$ cat config.mk
export PLATFORM = sky130hd
export DESIGN_NAME = lsu_port_b_master
export DESIGN_NICKNAME = d
export VERILOG_FILES = /design/src/rtl/lsu_port_b_master.sv
export SDC_FILE = /design/constraint.sdc
export NUM_CORES = 1
export LEC_CHECK = 0
export BUFFER_PORTS_ARGS = -buffer_cell sky130_fd_sc_hd__buf_2
export CORE_MARGIN = 3
export CORE_UTILIZATION = 50
export CTS_CLUSTER_DIAMETER = 40
export DETAILED_ROUTE_END_ITERATION = 8
export PLACE_DENSITY = 0.78
export SETUP_SLACK_MARGIN = 0.15
export SLEW_MARGIN = 40
export SYNTH_ARGS = -nofsm -noshare
export SYNTH_HDL_FRONTEND = slang
export SYNTH_SLANG_ARGS = --single-unit
$ cat constraint.sdc
create_clock -name clk_i -period 5.5 [get_ports clk_i]
set_input_delay 0.275 -clock clk_i [delete_from_list [all_inputs] [get_ports clk_i]]
set_output_delay 0.275 -clock clk_i [all_outputs]
set_load 0.02 [all_outputs]
$ cat src/rtl/lsu_port_b_master.sv
// ---------------------------------------------------------------------------
// lsu_port_b_master
//   Load/store initiator for the data port (port B) of the shared I/D RAM.
//   Takes one RV32 load/store at a time, checks alignment and funct3,
//   extracts and extends load lanes, and places store data. With
//   RMW_ENABLE=1 partial stores read the word, merge the new lane(s) and
//   write the full word back; with RMW_ENABLE=0 they issue one lane-masked
//   write.
//
// Ports
//   clk_i, reset_ni                 clock, async active-low reset
//   req_valid_i / req_ready_o       request handshake (ready only in IDLE)
//   req_we_i, req_funct3_i,
//   req_addr_i, req_wdata_i         request payload
//   resp_valid_o                    one-cycle completion pulse
//   resp_rdata_o, resp_err_o        extended load data / error flag
//   mem_addr_o, mem_din_o, mem_web_o registered RAM port B controls
//   mem_dout_i                      RAM port B read data (1-cycle latency)
// ---------------------------------------------------------------------------
module lsu_port_b_master #(
    parameter int RMW_ENABLE = 1,
    parameter int ADDR_W     = 32
) (
    input  logic              clk_i,
    input  logic              reset_ni,
    input  logic              req_valid_i,
    output logic              req_ready_o,
    input  logic              req_we_i,
    input  logic [2:0]        req_funct3_i,
    input  logic [ADDR_W-1:0] req_addr_i,
    input  logic [31:0]       req_wdata_i,
    output logic              resp_valid_o,
    output logic [31:0]       resp_rdata_o,
    output logic              resp_err_o,
    output logic [ADDR_W-1:0] mem_addr_o,
    output logic [31:0]       mem_din_o,
    output logic [3:0]        mem_web_o,
    input  logic [31:0]       mem_dout_i
);

    typedef enum logic [2:0] {IDLE, ADDR, DATA, WRITE, RESP} state_t;

    state_t            state_q, state_d;
    logic              we_q, we_d;
    logic [2:0]        f3_q, f3_d;
    logic [1:0]        off_q, off_d;
    logic [15:0]       wdata_q, wdata_d;     // only the partial-store lanes are needed later
    logic [31:0]       rdata_q, rdata_d;
    logic              err_q, err_d;
    logic [ADDR_W-1:0] mem_addr_q, mem_addr_d;
    logic [31:0]       mem_din_q, mem_din_d;
    logic [3:0]        mem_web_q, mem_web_d;

    logic acc_illegal, acc_misal, acc_err, acc_word, acc_direct;

    // Lane extraction with sign/zero extension for loads.
    function automatic logic [31:0] load_ext(input logic [31:0] w, input logic [2:0] f3,
                                             input logic [1:0] a);
        logic [7:0]  b;
        logic [15:0] h;
        b = w[{a, 3'b000} +: 8];
        h = a[1] ? w[31:16] : w[15:0];
        case (f3)
            3'b000:  load_ext = {{24{b[7]}}, b};
            3'b100:  load_ext = {24'h0, b};
            3'b001:  load_ext = {{16{h[15]}}, h};
            3'b101:  load_ext = {16'h0, h};
            default: load_ext = w;
        endcase
    endfunction

    // Overlay the store lane(s) onto the word read back from RAM.
    function automatic logic [31:0] merge(input logic [31:0] w, input logic [2:0] f3,
                                          input logic [1:0] a, input logic [15:0] wd);
        merge = w;
        if (f3[1:0] == 2'b00) merge[{a, 3'b000} +: 8]        = wd[7:0];
        else                  merge[{a[1], 4'b0000} +: 16]   = wd;
    endfunction

    always_comb begin
        acc_illegal = req_we_i ? (req_funct3_i >= 3'b011)
                               : (req_funct3_i == 3'b011 || req_funct3_i[2:1] == 2'b11);
        acc_misal   = (req_funct3_i[1:0] == 2'b01 && req_addr_i[0])
                   || (req_funct3_i == 3'b010 && req_addr_i[1:0] != 2'b00);
        acc_err     = acc_illegal || acc_misal;
        acc_word    = (req_funct3_i == 3'b010);
        // Stores that go straight to WRITE: full words, or any store when the RAM masks bytes.
        acc_direct  = acc_word || (RMW_ENABLE == 0);
    end

    always_ff @(posedge clk_i or negedge reset_ni) begin
        if (!reset_ni) begin
            state_q    <= IDLE;
            we_q       <= 1'b0;
            f3_q       <= 3'b000;
            off_q      <= 2'b00;
            wdata_q    <= 16'h0;
            rdata_q    <= 32'h0;
            err_q      <= 1'b0;
            mem_addr_q <= '0;
            mem_din_q  <= 32'h0;
            mem_web_q  <= 4'h0;
        end else begin
            state_q    <= state_d;
            we_q       <= we_d;
            f3_q       <= f3_d;
            off_q      <= off_d;
            wdata_q    <= wdata_d;
            rdata_q    <= rdata_d;
            err_q      <= err_d;
            mem_addr_q <= mem_addr_d;
            mem_din_q  <= mem_din_d;
            mem_web_q  <= mem_web_d;
        end
    end

    always_comb begin
        state_d    = state_q;
        we_d       = we_q;
        f3_d       = f3_q;
        off_d      = off_q;
        wdata_d    = wdata_q;
        rdata_d    = rdata_q;
        err_d      = err_q;
        mem_addr_d = mem_addr_q;
        mem_din_d  = mem_din_q;
        mem_web_d  = 4'h0;       // write enable lives for exactly the WRITE cycle
        unique case (state_q)
            IDLE: if (req_valid_i) begin
                we_d    = req_we_i;
                f3_d    = req_funct3_i;
                off_d   = req_addr_i[1:0];
                wdata_d = req_wdata_i[15:0];
                rdata_d = 32'h0;
                err_d   = acc_err;
                if (acc_err) begin
                    state_d = RESP;
                end else begin
                    mem_addr_d = {req_addr_i[ADDR_W-1:2], 2'b00};
                    if (req_we_i && acc_direct) begin
                        state_d = WRITE;
                        unique case (req_funct3_i[1:0])
                            2'b00: begin
                                mem_web_d = 4'b0001 << req_addr_i[1:0];
                                mem_din_d = {4{req_wdata_i[7:0]}};
                            end
                            2'b01: begin
                                mem_web_d = 4'b0011 << {req_addr_i[1], 1'b0};
                                mem_din_d = {2{req_wdata_i[15:0]}};
                            end
                            default: begin
                                mem_web_d = 4'b1111;
                                mem_din_d = req_wdata_i;
                            end
                        endcase
                    end else begin
                        state_d = ADDR;  // load, or partial store needing the old word
                    end
                end
            end
            ADDR: state_d = DATA;
            DATA: begin
                if (we_q) begin
                    mem_din_d = merge(mem_dout_i, f3_q, off_q, wdata_q);
                    mem_web_d = 4'b1111;
                    state_d   = WRITE;
                end else begin
                    rdata_d = load_ext(mem_dout_i, f3_q, off_q);
                    state_d = RESP;
                end
            end
            WRITE: state_d = RESP;
            RESP:  state_d = IDLE;
            default: state_d = IDLE;
        endcase
    end

    assign req_ready_o  = (state_q == IDLE) && reset_ni;
    assign resp_valid_o = (state_q == RESP);
    assign resp_rdata_o = rdata_q;
    assign resp_err_o   = err_q;
    assign mem_addr_o   = mem_addr_q;
    assign mem_din_o    = mem_din_q;
    assign mem_web_o    = mem_web_q;

endmodule

# Word-level counts from Yosys, hierarchy flattened
# Index checks and enable logic that the tools add are counted.
[totals]
output_inout_bits = 103
regBits = 124
elab_cells = 80
input_bits = 103
[op_classes]
addsub = 2
n_mux = 26
eq_ne = 16
n_lt_le_gt_ge = 1
bitwise_logic = 1
n_shift = 7
n_reduce_logical = 17
[ops]
columns = ["cell", "count"]
rows = [
  ["32-bit two-way mux", 7],
  ["32-bit case mux with 2 select lines", 3],
  ["32-bit case mux with 4 select lines", 1],
  ["32-bit bitwise mux", 2],
  ["16-bit by 7-bit variable shift with 32-bit output, first input constant", 1],
  ["8-bit by 7-bit variable shift with 32-bit output, first input constant", 1],
  ["16-bit by 7-bit variable part select with 32-bit output", 1],
  ["32-bit by 6-bit variable part select with 8-bit output", 1],
  ["8-bit by 7-bit variable part select with 32-bit output", 1],
  ["16-bit two-way mux", 1],
  ["4-bit two-way mux", 4],
  ["4-bit case mux with 2 select lines", 2],
  ["5-bit negation with 7-bit output", 2],
  ["3-bit by 2-bit == test with 1-bit output, second input constant", 4],
  ["3-bit case mux with 4 select lines", 1],
  ["2-bit != test, second input constant", 5],
  ["3-bit == test, second input constant", 3],
  ["3-bit two-way mux", 3],
  ["3-bit by 1-bit == test with 1-bit output, second input constant", 2],
  ["3-bit logical NOT", 2],
  ["3-bit AND reduction", 2],
  ["5-bit AND reduction", 1],
  ["1-bit logical AND", 4],
  ["2-bit logical NOT", 2],
  ["other kinds (11)", 14],
]

# Longest topological paths before layout
# Gate-level depths: netlist (run 1).
[depth]
depth_word = 7
mapped_depth = 9
ltp_nobuf = 6

# Least setup slack after synthesis (run 1)
# No wires, ideal clock.
[synth_path]
path_type = "register to register"
startpoint = "reg off_q[1]"
endpoint = "reg mem_din_q[10] (netlist: mem_din_o[10])"
t_arrival_ns = 1.959
setup_time_ns = 0.119
setup_slack_ns = 3.422
synth_period_minus_slack_ns = 2.078
required_ns = 5.381
n_path_buf = 3
path_stages_with_launch = 10
path_cell_list = "dfrtp_1 > buf_2 > buf_2 > inv_1 > ha_1 > and4b_1 > buf_1 > a221oi_1 > o221ai_1 > o21a_1"
[synth_between]
elab_chain_cells = 6
word_cells_on_any_way = 11
classes_between = "2 x add/sub; 4 x shift; 5 x mux"
[synth_rtl]
columns = ["item", "line_no", "rtl"]
rows = [
  ["start, declared", "46", "logic [1:0] off_q, off_d;"],
  ["start signal, assigned", "96", "off_q <= 2'b00;"],
  ["start signal, assigned", "107", "off_q <= off_d;"],
  ["5-bit negation with 7-bit output, on equally long branches", "77, 76", ""],
  ["16-bit by 7-bit variable part select with 32-bit output, or another cell as far along", "77", "else merge[{a[1], 4'b0000} +: 16] = wd;"],
  ["32-bit bitwise mux, on equally long branches", "77, 76", ""],
  ["32-bit two-way mux (*)", "76", "if (f3[1:0] == 2'b00) merge[{a, 3'b000} +: 8] = wd[7:0];"],
  ["32-bit two-way mux (*)", "163", "if (we_q) begin"],
  ["32-bit case mux with 2 select lines (*)", "128", "unique case (state_q)"],
  ["end signal, assigned", "112", "mem_din_q <= mem_din_d;"],
  ["end, declared", "51", "logic [31:0] mem_din_q, mem_din_d;"],
]
# Mark *: on every way between the ends. The rest lies on a longest branch, timed or not. The select of a mux whose other input is x is not followed.
# A chain may end at the register's enable or synchronous reset.

# Worst setup path in the final report (run 1)
[layout_path]
startpoint = "reg state_q[1]"
endpoint = "reg rdata_q[20] (netlist: resp_rdata_o[20])"
[layout_between]
elab_chain_cells = 3
word_cells_on_any_way = 7
classes_between = "3 x eq/ne; 1 x mux; 3 x reduce/logical"
[layout_rtl]
columns = ["item", "line_no", "rtl"]
rows = [
  ["start, declared", "43", "state_t state_q, state_d;"],
  ["start signal, assigned", "104", "state_q <= state_d;"],
  ["3-bit by 2-bit == test with 1-bit output or 3-bit logical NOT (tied branches)", "128", ""],
  ["2-bit != test (no line) or 2-bit nonzero test (tied branches)", "n/a", ""],
  ["3-bit AND reduction (no line)", "n/a", ""],
  ["end signal, assigned", "109", "rdata_q <= rdata_d;"],
  ["end, declared", "48", "logic [31:0] rdata_q, rdata_d;"],
]
# Parallel ways exist; a longest one is shown, timed or not.

==> flow_summary_export.csv, run 1 <==
group,metric,value,unit
floorplanning,start_util,0.519,
critical_path,critPathLaunchType,"register",
job,drv_cap,0,
final_layout,antennaDiodeCount,0,
critical_path,crit_path_end_kind,"register",
drt,avgViaCountPerCell,6.28,
synth,synth_warnings,0,
synth,synth_fa_ha_area_frac,0.00940,
global_routing,overflow,0,
sta,finalCriticalPeriod,2.90,ns
clock_tree,post_cts_buffers,0,
synth,synth-xor-area-share,0,
sta,fin_skew,0.00719,ns
pwr,ir_drop,0.253,mV
sta,fin_ws,2.60,ns
final_layout,syn2layout_area_growth,24.7,%
clock_tree,clock-sinks,124,
synth,yosys.area.top_type,"dfrtp_1",
synth,ys_ff_latch,124,
synth,synth_area,6660,um2
synth,yosysTopAreaCellShare,0.466,
synth,syn_area_per_cell,10.4,um2
pwr,p_leak,4.05,nW
floorplanning,die_y,121,um
critical_path,rrSetupSlack,2.60,ns
drt,routedWlPerCell,21.8,um
drt,vias,6307,
pwr,p_seq_frac,0.332,
outcome,outcome,"completed",
clock_tree,numCtsBuffers,17,
pwr,pwr-share-comb,0.466,
synth,synth_compound_area_frac,0.214,
final_layout,drive_gt1_frac,0.385,
floorplanning,coreArea,12800,um2
sta,rsz0062_at_grt,"false",
sta,max_freq,345,MHz
synth,synth_mux_area_frac,0.155,
sta,slew_violations,0,
sta,post-route-period-util,0.527,
sta,max_slew_margin,0.468,
global_routing,first_global_vias,6157,
critical_path,worst_ep_arrival_time,3.24,ns
sta,hold_viol,0,
placement,io_buffers,203,
clock_tree,clk_pin_slew,0.06,ns
critical_path,critical_path_class,"register to register",
clock_tree,cts_hold_buf,1,
final_layout,fin_nets,928,
floorplanning,row_count,41,
critical_path,cpPeakStageDelay,0.63,ns
hold_path,min_path_type,"input pin to register",
drt,firstDrtPassIters,5,
placement,gp_congestion,0.944,
clock_tree,htree_levels,4,
global_routing,grt_max_degree,84,
sta,finalSetupViolations,0,
clock_tree,root_buffer,"clkbuf_16",
pwr,power_density,626,nW/um2
synth,synth.area.top_cells,"dfrtp_1 47%, mux2_2 9.1%, mux2i_1 6.0%",
placement,dp_worst_setup_slack,2.58,ns
critical_path,required,5.84,ns
floorplanning,top_level_ports,206,
sta,setup_tns,0,ns
critical_path,crit_fanout,20,
synth,synth_top_family_by_area,"compound AO/OA/AOI/OAI gates",
critical_path,crit_slowest_cell,"a2111oi_4",
sta,worstMarginPinSlew,0.798,ns
pwr,p_int,2.88,mW
clock_tree,cts_resized,0,
critical_path,worstPathCellList,"nor3b_4, buf_4, nand2_1, a2111oi_4, buf_4, a221o_1",
drt,drt_iter0_drc,624,
drt,finalWirelength,21900,um
clock_tree,cts_tree,"built",
drt,drc,0,
pwr,clockPowerShare,0.202,
clock_tree,clock_path_buffers,2,
drt,detail-route-antenna-nets,0,
floorplanning,die_w,121,um
synth,syn_inst,639,
final_layout,nFillCells,1030,
global_routing,grtUsageTotal,0.297,
synth,ys_seq_area_frac,0.466,
synth,yosys.area_share.simple,0.113,
placement,hpwl,15500,um
global_routing,grt_first_pass_wirelength,33500,um
synth,ys_types,44,
clock_tree,worst_skew_pair.late_latency,0.42,ns
pwr,switching_share,0.446,
pwr,p_switching,2.32,mW
global_routing,antenna_found_initial,0,
critical_path,cpMostUsedCell,"buf_4",
floorplanning,die_area,14700,um2
[critical path: cells and delay by family (launching register included)]
family	cells	cell delay [ns]
DFF	1	0.55
AOI/OAI and AO/OA	2	0.78
buffers and inverters	2	0.58
and+or+nand+nor	2	0.91
[stage by stage]
step | hold WS (ns) | cell area (um2) | power [mW] | util | std cells
finish | 0.0864 | 8300 | 5.20 | 0.647 | 1005
global route | 0.0780 | 8300 | 5.50 | 0.647 | 1005
CTS | 0.0794 | 8290 | 5.18 | 0.647 | 1004
detailed placement | 0.289 | 7730 | 4.11 | 0.603 | 971
global placement | 0.274 | 7720 | 4.01 | 0.602 | 970
floorplan | -0.0206 | 6660 | 3.31 | - | 640
[flip-flops by register name, summed over array words and instances (netlist names), 2 cells and up]
| register | cells |
|---|---|
| mem_addr_o | 30 |
| mem_web_o | 4 |
| wdata_q | 16 |
| resp_rdata_o | 32 |
| state_q | 3 |
| off_q | 2 |
| mem_din_o | 32 |
| f3_q | 3 |
[final cells by class]
type	instances	area (um2)	share of cell area
clock buffer	17	425	0.0512
clock inverter	15	124	0.0149
inverter	11	41.3	0.00497
multi-input combinational	452	3290	0.396
sequential	124	3100	0.374
tap	172	215	0.0259
timing repair buffer	214	1110	0.133
[path summary, 6_finish.rpt]
check / startpoint / cells past startpoint / to
max in group asynchronous: reset_ni / 3 / off_q[1]
min in group asynchronous: reset_ni / 2 / mem_addr_o[25]
max reg2reg: state_q[1] / 6 / resp_rdata_o[20]
max: state_q[1] / 6 / resp_rdata_o[20]
min reg2reg: mem_din_o[22] / 2 / mem_din_o[22]
min: req_addr_i[8] / 2 / mem_addr_o[8]
[Yosys cell counts]
| cell | number |
|---|---|
| a2111oi_4 | 1 |
| a21boi_0 | 8 |
| a21oi_1 | 20 |
| a221o_1 | 31 |
| a221oi_1 | 25 |
| a221oi_2 | 9 |
| a2bb2o_1 | 7 |
| a2bb2oi_1 | 1 |
| a32o_1 | 2 |
| a32oi_2 | 1 |
| a41o_1 | 1 |
| and2_1 | 2 |
| and4b_1 | 1 |
| buf_1 | 5 |
| buf_2 | 19 |
| buf_4 | 4 |
| clkbuf_1 | 25 |
| conb_1 | 1 |
| dfrtp_1 | 124 |
| ha_1 | 5 |
| inv_1 | 10 |
| inv_2 | 1 |
| mux2_2 | 54 |
| mux2i_1 | 40 |
| mux4_2 | 1 |
| nand2_1 | 88 |
| nand2b_1 | 12 |
| nand3_1 | 9 |
| nand3b_1 | 2 |
| nor2_1 | 42 |
| nor2_2 | 1 |
| nor3b_4 | 1 |
| nor4_1 | 1 |
| nor4b_1 | 1 |
| nor4b_4 | 1 |
| nor4bb_1 | 2 |
| o211ai_1 | 1 |
| o21a_1 | 9 |
| o21ai_0 | 49 |
| o21ai_1 | 10 |
| o221ai_1 | 8 |
| o2bb2ai_1 | 1 |
| or2_2 | 2 |
| or3b_2 | 1 |
[cells by family after synthesis]
logic type / count (synthesis)
buffers and inverters: 64
DFF: 124
adders and majority gates: 5
AOI/OAI and AO/OA: 184
other: 1
muxes: 95
and+or+nand+nor: 166
[routing by layer]
layer / up-vias / track usage / wire (um)
met1: 3075 / 0.382 / 8300
li1: 2714 / - / -
met2: 434 / 0.475 / 10200
met5: - / 0 / 0
met3: 84 / 0.0657 / 2430
met4: 0 / 0.143 / 973
[power groups by stage]
| stage | registers (mW) | clock network, mW | logic, mW |
|---|---|---|---|
| detailed placement | 1.72 | 0 | 2.39 |
| global placement | 1.69 | 0 | 2.32 |
| finish | 1.73 | 1.05 | 2.42 |
| global route | 1.77 | 1.11 | 2.62 |
| CTS | 1.71 | 1.06 | 2.41 |
| floorplan | 2.02 | 0 | 1.29 |
[layout by cell type, fill, tap and decap left out, types with 12 or more instances in the layout]
cell type  instances
buf_2            202
dfrtp_1          123
nand2_1           87
mux2_2            54
o21ai_0           49
nor2_1            41
mux2i_1           40
a221o_1           31
a221oi_1          25
a21oi_1           20
clkbuf_16         17
nand2b_1          12
Note: power is estimated with default switching activity, not from simulation.
==> run 2: changes to the inputs <==
clock period = 2.94 ns   (was 5.5 ns; I/O delays follow)
==> flow_summary_export.csv, run 2 (same netlist as run 1, synthesis figures left out) <==
group,metric,value,unit
final_layout,mostFrequentLayoutCells,"202 x buf_2, 123 x dfrtp_1, 88 x nand2_1",
clock_tree,numCtsBuffers,17,
job,drv_cap,0,
pwr,power_density,1140,nW/um2
global_routing,grt_first_pass_wirelength,35400,um
floorplanning,die_w,121,um
floorplanning,die_y,121,um
placement,io_buffers,203,
critical_path,critPathLaunchType,"register",
critical_path,critical_path_class,"register to register",
final_layout,fin_nets,978,
clock_tree,post_cts_buffers,0,
critical_path,worst_ep_arrival_time,2.57,ns
drt,avgViaCountPerCell,6.01,
pwr,ir_drop,0.588,mV
critical_path,crit_fanout,19,
floorplanning,top_level_ports,206,
drt,drc,0,
sta,fin_hold_ws,0.0167,ns
clock_tree,clock_path_buffers,2,
clock_tree,worst_skew_pair.late_latency,0.42,ns
pwr,p_leak,4.28,nW
sta,rsz0062_at_grt,"false",
drt,vias,6343,
sta,max_slew_margin,0.476,
clock_tree,htree_levels,4,
drt,firstDrtPassIters,5,
drt,finalWirelength,23000,um
drt,drt_iter0_drc,758,
critical_path,crit_path_end_kind,"register",
outcome,outcome,"completed",
global_routing,grt_max_degree,81,
floorplanning,die_area,14700,um2
floorplanning,start_util,0.519,
final_layout,antennaDiodeCount,0,
final_layout,layout_commonest_cell,"buf_2",
sta,fin_skew,0.00726,ns
sta,hold_viol,0,
placement,hpwl,15600,um
sta,worstMarginPinSlew,0.786,ns
drt,detail-route-antenna-nets,0,
global_routing,overflow,0,
final_layout,drive_gt1_frac,0.369,
clock_tree,clock-sinks,124,
sta,post-route-period-util,0.773,
global_routing,antenna_found_initial,0,
sta,slew_violations,0,
final_layout,syn2layout_area_growth,33.3,%
critical_path,required,3.24,ns
global_routing,grtUsageTotal,0.315,
clock_tree,root_buffer,"clkbuf_16",
clock_tree,clk_pin_slew,0.06,ns
floorplanning,row_count,41,
drt,routedWlPerCell,21.8,um
sta,finalSetupViolations,0,
sta,finalCriticalPeriod,2.27,ns
sta,max_freq,440,MHz
floorplanning,coreArea,12800,um2
placement,gp_congestion,0.950,
clock_tree,cts_tree,"built",
global_routing,first_global_vias,6223,
hold_path,min_path_type,"input pin to register",
sta,setup_tns,0,ns
-- run 2: cell count changes in the layout (fill, tap and decap cells not counted), sizes merged --
cell and change:
bufinv +2, inv +2, clkinv -6, buf +5, clkinvlp +1, dlygate4sd3 +44, clkbuf +2
-- run 2: report_power, final --
group          internal, mW  switching, mW
combinational          1.79           2.85
clock                  1.37          0.830
sequential             2.52          0.733
-- run 2: worst paths after layout --
| path | start | to | slack (ns) | cells after the start |
|---|---|---|---|---|
| min in group asynchronous | reset_ni | mem_addr_o[25] | 0.28 | 2 |
| min | req_funct3_i[1] | f3_q[1] | 0.02 | 3 |
| max in group asynchronous | reset_ni | off_q[1] | 1.80 | 3 |
| min reg2reg | mem_din_o[22] | mem_din_o[22] | 0.48 | 2 |
| max reg2reg | off_q[1] | mem_din_o[24] | 0.67 | 7 |
| max | off_q[1] | mem_din_o[24] | 0.67 | 7 |
-- run 2: layout make-up --
cell class	count	area, um2
fillers	944	3960
multi-input cells	452	3280
flip-flops and latches	124	3100
repair buffers	264	1600
clock buffers	18	439
well taps	172	215
clock inverters	14	185
inverters	11	41.3
-- run 2: critical path: stages (launching register included) --
cell      delay [ns]
dfrtp_2         0.59
inv_1           0.21
ha_1            0.39
nor4bb_1        0.07
buf_4           0.17
a221o_1         0.33
a221oi_2        0.32
nor2_1          0.08
-- run 2: repair_timing --
| item | CTS | global route |
|---|---|---|
| hold endpoints to repair | 88 | 0 |
| hold buffers | 45 | 0 |
| endpoints found under the setup margin | 0 | 0 |
| resized for setup | 0 | 0 |
-- run 2: metal layers --
layer / up-vias / global-route usage / part of all wire
met5: - / 0 / 0
met4: 0 / 0.129 / 0.030
met3: 51 / 0.0648 / 0.10
met2: 438 / 0.505 / 0.47
met1: 3023 / 0.418 / 0.40
li1: 2831 / - / -
-- run 2: per-stage QoR --
| stage | power [mW] | utilization | cell area, um2 | worst slack (ns) | instances |
|---|---|---|---|---|---|
| floorplan | 6.20 | - | 6660 | 0.862 | 640 |
| CTS | 10.0 | 0.691 | 8860 | 0.691 | 1054 |
| global placement | 7.60 | 0.607 | 7780 | 0.724 | 977 |
| detailed placement | 7.75 | 0.607 | 7790 | 0.695 | 977 |
| global route | 10.6 | 0.692 | 8870 | 0.496 | 1055 |
| finish | 10.1 | 0.692 | 8870 | 0.667 | 1055 |
==> run 3: changes to the inputs <==
CORE_UTILIZATION = 47   (was 50)
PLACE_DENSITY = 0.77   (was 0.78)
clock period = 1.9 ns   (was 2.94 ns; I/O delays follow)
==> flow_summary_export.csv, run 3 (same netlist as run 1, synthesis figures left out) <==
group,metric,value,unit
final_layout,layout_commonest_cell,"buf_2",
floorplanning,die_y,125,um
floorplanning,coreArea,13600,um2
drt,firstDrtPassIters,5,
critical_path,crit_fanout,15,
floorplanning,die_area,15600,um2
pwr,power_density,1780,nW/um2
final_layout,postLayoutCoreUtil,0.742,
clock_tree,clk_pin_slew,0.06,ns
global_routing,antenna_found_initial,1,
critical_path,endpoint,"resp_rdata_o[25]",
final_layout,drive_gt1_frac,0.457,
hold_path,min_path_type,"input pin to register",
drt,detail-route-antenna-nets,0,
outcome,violations,"negative hold slack, negative setup slack",
critical_path,critPathLaunchType,"register",
final_layout,fin_cells,1117,
critical_path,crit_path_end_kind,"register",
placement,dp_worst_setup_slack,-0.291,ns
critical_path,worst_ep_arrival_time,2.27,ns
sta,post-route-period-util,1.03,
drt,finalWirelength,26000,um
floorplanning,top_level_ports,206,
sta,worstMarginPinSlew,0.656,ns
pwr,power.total,18.0,mW
drt,met3_wirelength,2060,um
critical_path,required,2.20,ns
final_layout,fin_nets,1036,
sta,fin_hold_ws,-0.00179,ns
drt,drc,0,
sta,setup_tns,-0.728,ns
global_routing,first_global_vias,6912,
clock_tree,worst_skew_pair.late_latency,0.43,ns
drt,vias,6781,
placement,dpl_cell_area,8210,um2
sta,finalSetupViolations,20,
placement,gp_congestion,0.917,
drt,drt_iter0_drc,562,
clock_tree,clock_path_buffers,2,
global_routing,grt_first_pass_wirelength,38600,um
job,drv_cap,0,
critical_path,rr_worst_depth,7,
sta,max_freq,509,MHz
drt,top_layer,"met4",
placement,io_buffers,203,
outcome,outcome,"finished, violations left",
global_routing,overflow,0,
clock_tree,htree_levels,4,
pwr,p_leak,4.73,nW
pwr,ir_drop,1.08,mV
critical_path,rrSetupSlack,-0.06,ns
global_routing,grt_max_degree,125,
final_layout,syn2layout_area_growth,51.2,%
floorplanning,die_w,125,um
critical_path,r2r-start,"off_q[1]",
placement,dp.cells,1011,
sta,fin_skew,0.00691,ns
final_layout,mostFrequentLayoutCells,"202 x buf_2, 121 x dfrtp_1, 85 x nand2_1",
clock_tree,root_buffer,"clkbuf_16",
floorplanning,start_util,0.491,
drt,dr_wl_met2,12500,um
sta,hold_viol,1,
sta,max_slew_margin,0.563,
drt,avgViaCountPerCell,6.07,
sta,slew_violations,0,
critical_path,crit_start,"off_q[1]",
critical_path,reg2reg_to,"resp_rdata_o[25]",
clock_tree,cts_tree,"built",
global_routing,grtUsageTotal,0.312,
sta,finalCriticalPeriod,1.96,ns
critical_path,critical_path_class,"register to register",
drt,wl_met1,10300,um
final_layout,final_area,10100,um2
placement,hpwl,16600,um
sta,fin_ws,-0.0636,ns
clock_tree,clock-sinks,124,
floorplanning,row_count,42,
clock_tree,numCtsBuffers,17,
sta,rsz0062_at_grt,"true",
drt,routedWlPerCell,23.3,um
run 3: cell count changes in the layout (fill, tap and decap cells not counted), moves of 5 or more:
cell / before / now
a221oi_1: 25 / 2
buf_4: 15 / 37
a221oi_2: 9 / 26
o21ai_0: 49 / 33
dlygate4sd3_1: 45 / 59
o21ai_1: 10 / 23
buf_12: 1 / 12
buf_6: 0 / 9
a21boi_0: 8 / 1
a21boi_2: 0 / 7
a221oi_4: 0 / 6
ha_1: 5 / 0
run 3: critical path, cell delays in order (launching register included):
cell and delay [ns]:
dfrtp_2 0.42, buf_6 0.12, buf_12 0.11, mux4_2 0.57
nand2b_4 0.11, a2111oi_4 0.08, buf_12 0.16, a221o_1 0.27
run 3: worst min path at each step:
stage	start	to	slack, ns	cells after the start
4_1_cts	mem_dout_i[30]	resp_rdata_o[30]	0.003	2
6_report	req_addr_i[0]	off_q[0]	-0.002	3
3_5_place_dp	reset_ni	mem_addr_o[22]	0.27	2
2_1_floorplan	reset_ni	f3_q[0]	-0.20	0
5_1_grt	mem_dout_i[25]	resp_rdata_o[25]	0.02	2
3_3_place_gp	reset_ni	mem_addr_o[24]	0.27	2
run 3: repair_timing:
action / CTS / global route
hold buffers: 59 / 0
setup buffers: 7 / 4
setup endpoints to repair: 56 / 93
endpoints found under the hold margin: 183 / 0
resized for setup: 27 / 78
pin swaps: 14 / 42
cloned: 0 / 4
run 3: layer usage:
metal / GRT usage / vias up
met5: 0 / -
met4: 0.158 / 0
met3: 0.0725 / 90
met2: 0.500 / 393
met1: 0.397 / 3349
li1: - / 2949
run 3: cell type report:
type                            instances  area (um2)
Multi-Input combinational cell        452        3740
Fill cell                             905        3490
Sequential cell                       124        3110
Timing Repair Buffer                  322        2300
Clock buffer                           17         425
Tap cell                              176         220
Clock inverter                         14         219
Inverter                               11        55.1
Antenna cell                            1        2.50
run 3: report_power, final:
part           switching [mW]  leakage, nW  internal (mW)
Combinational            5.39         2.88           3.96
Sequential               1.12         1.54           3.90
Clock                    1.26        0.310           2.33
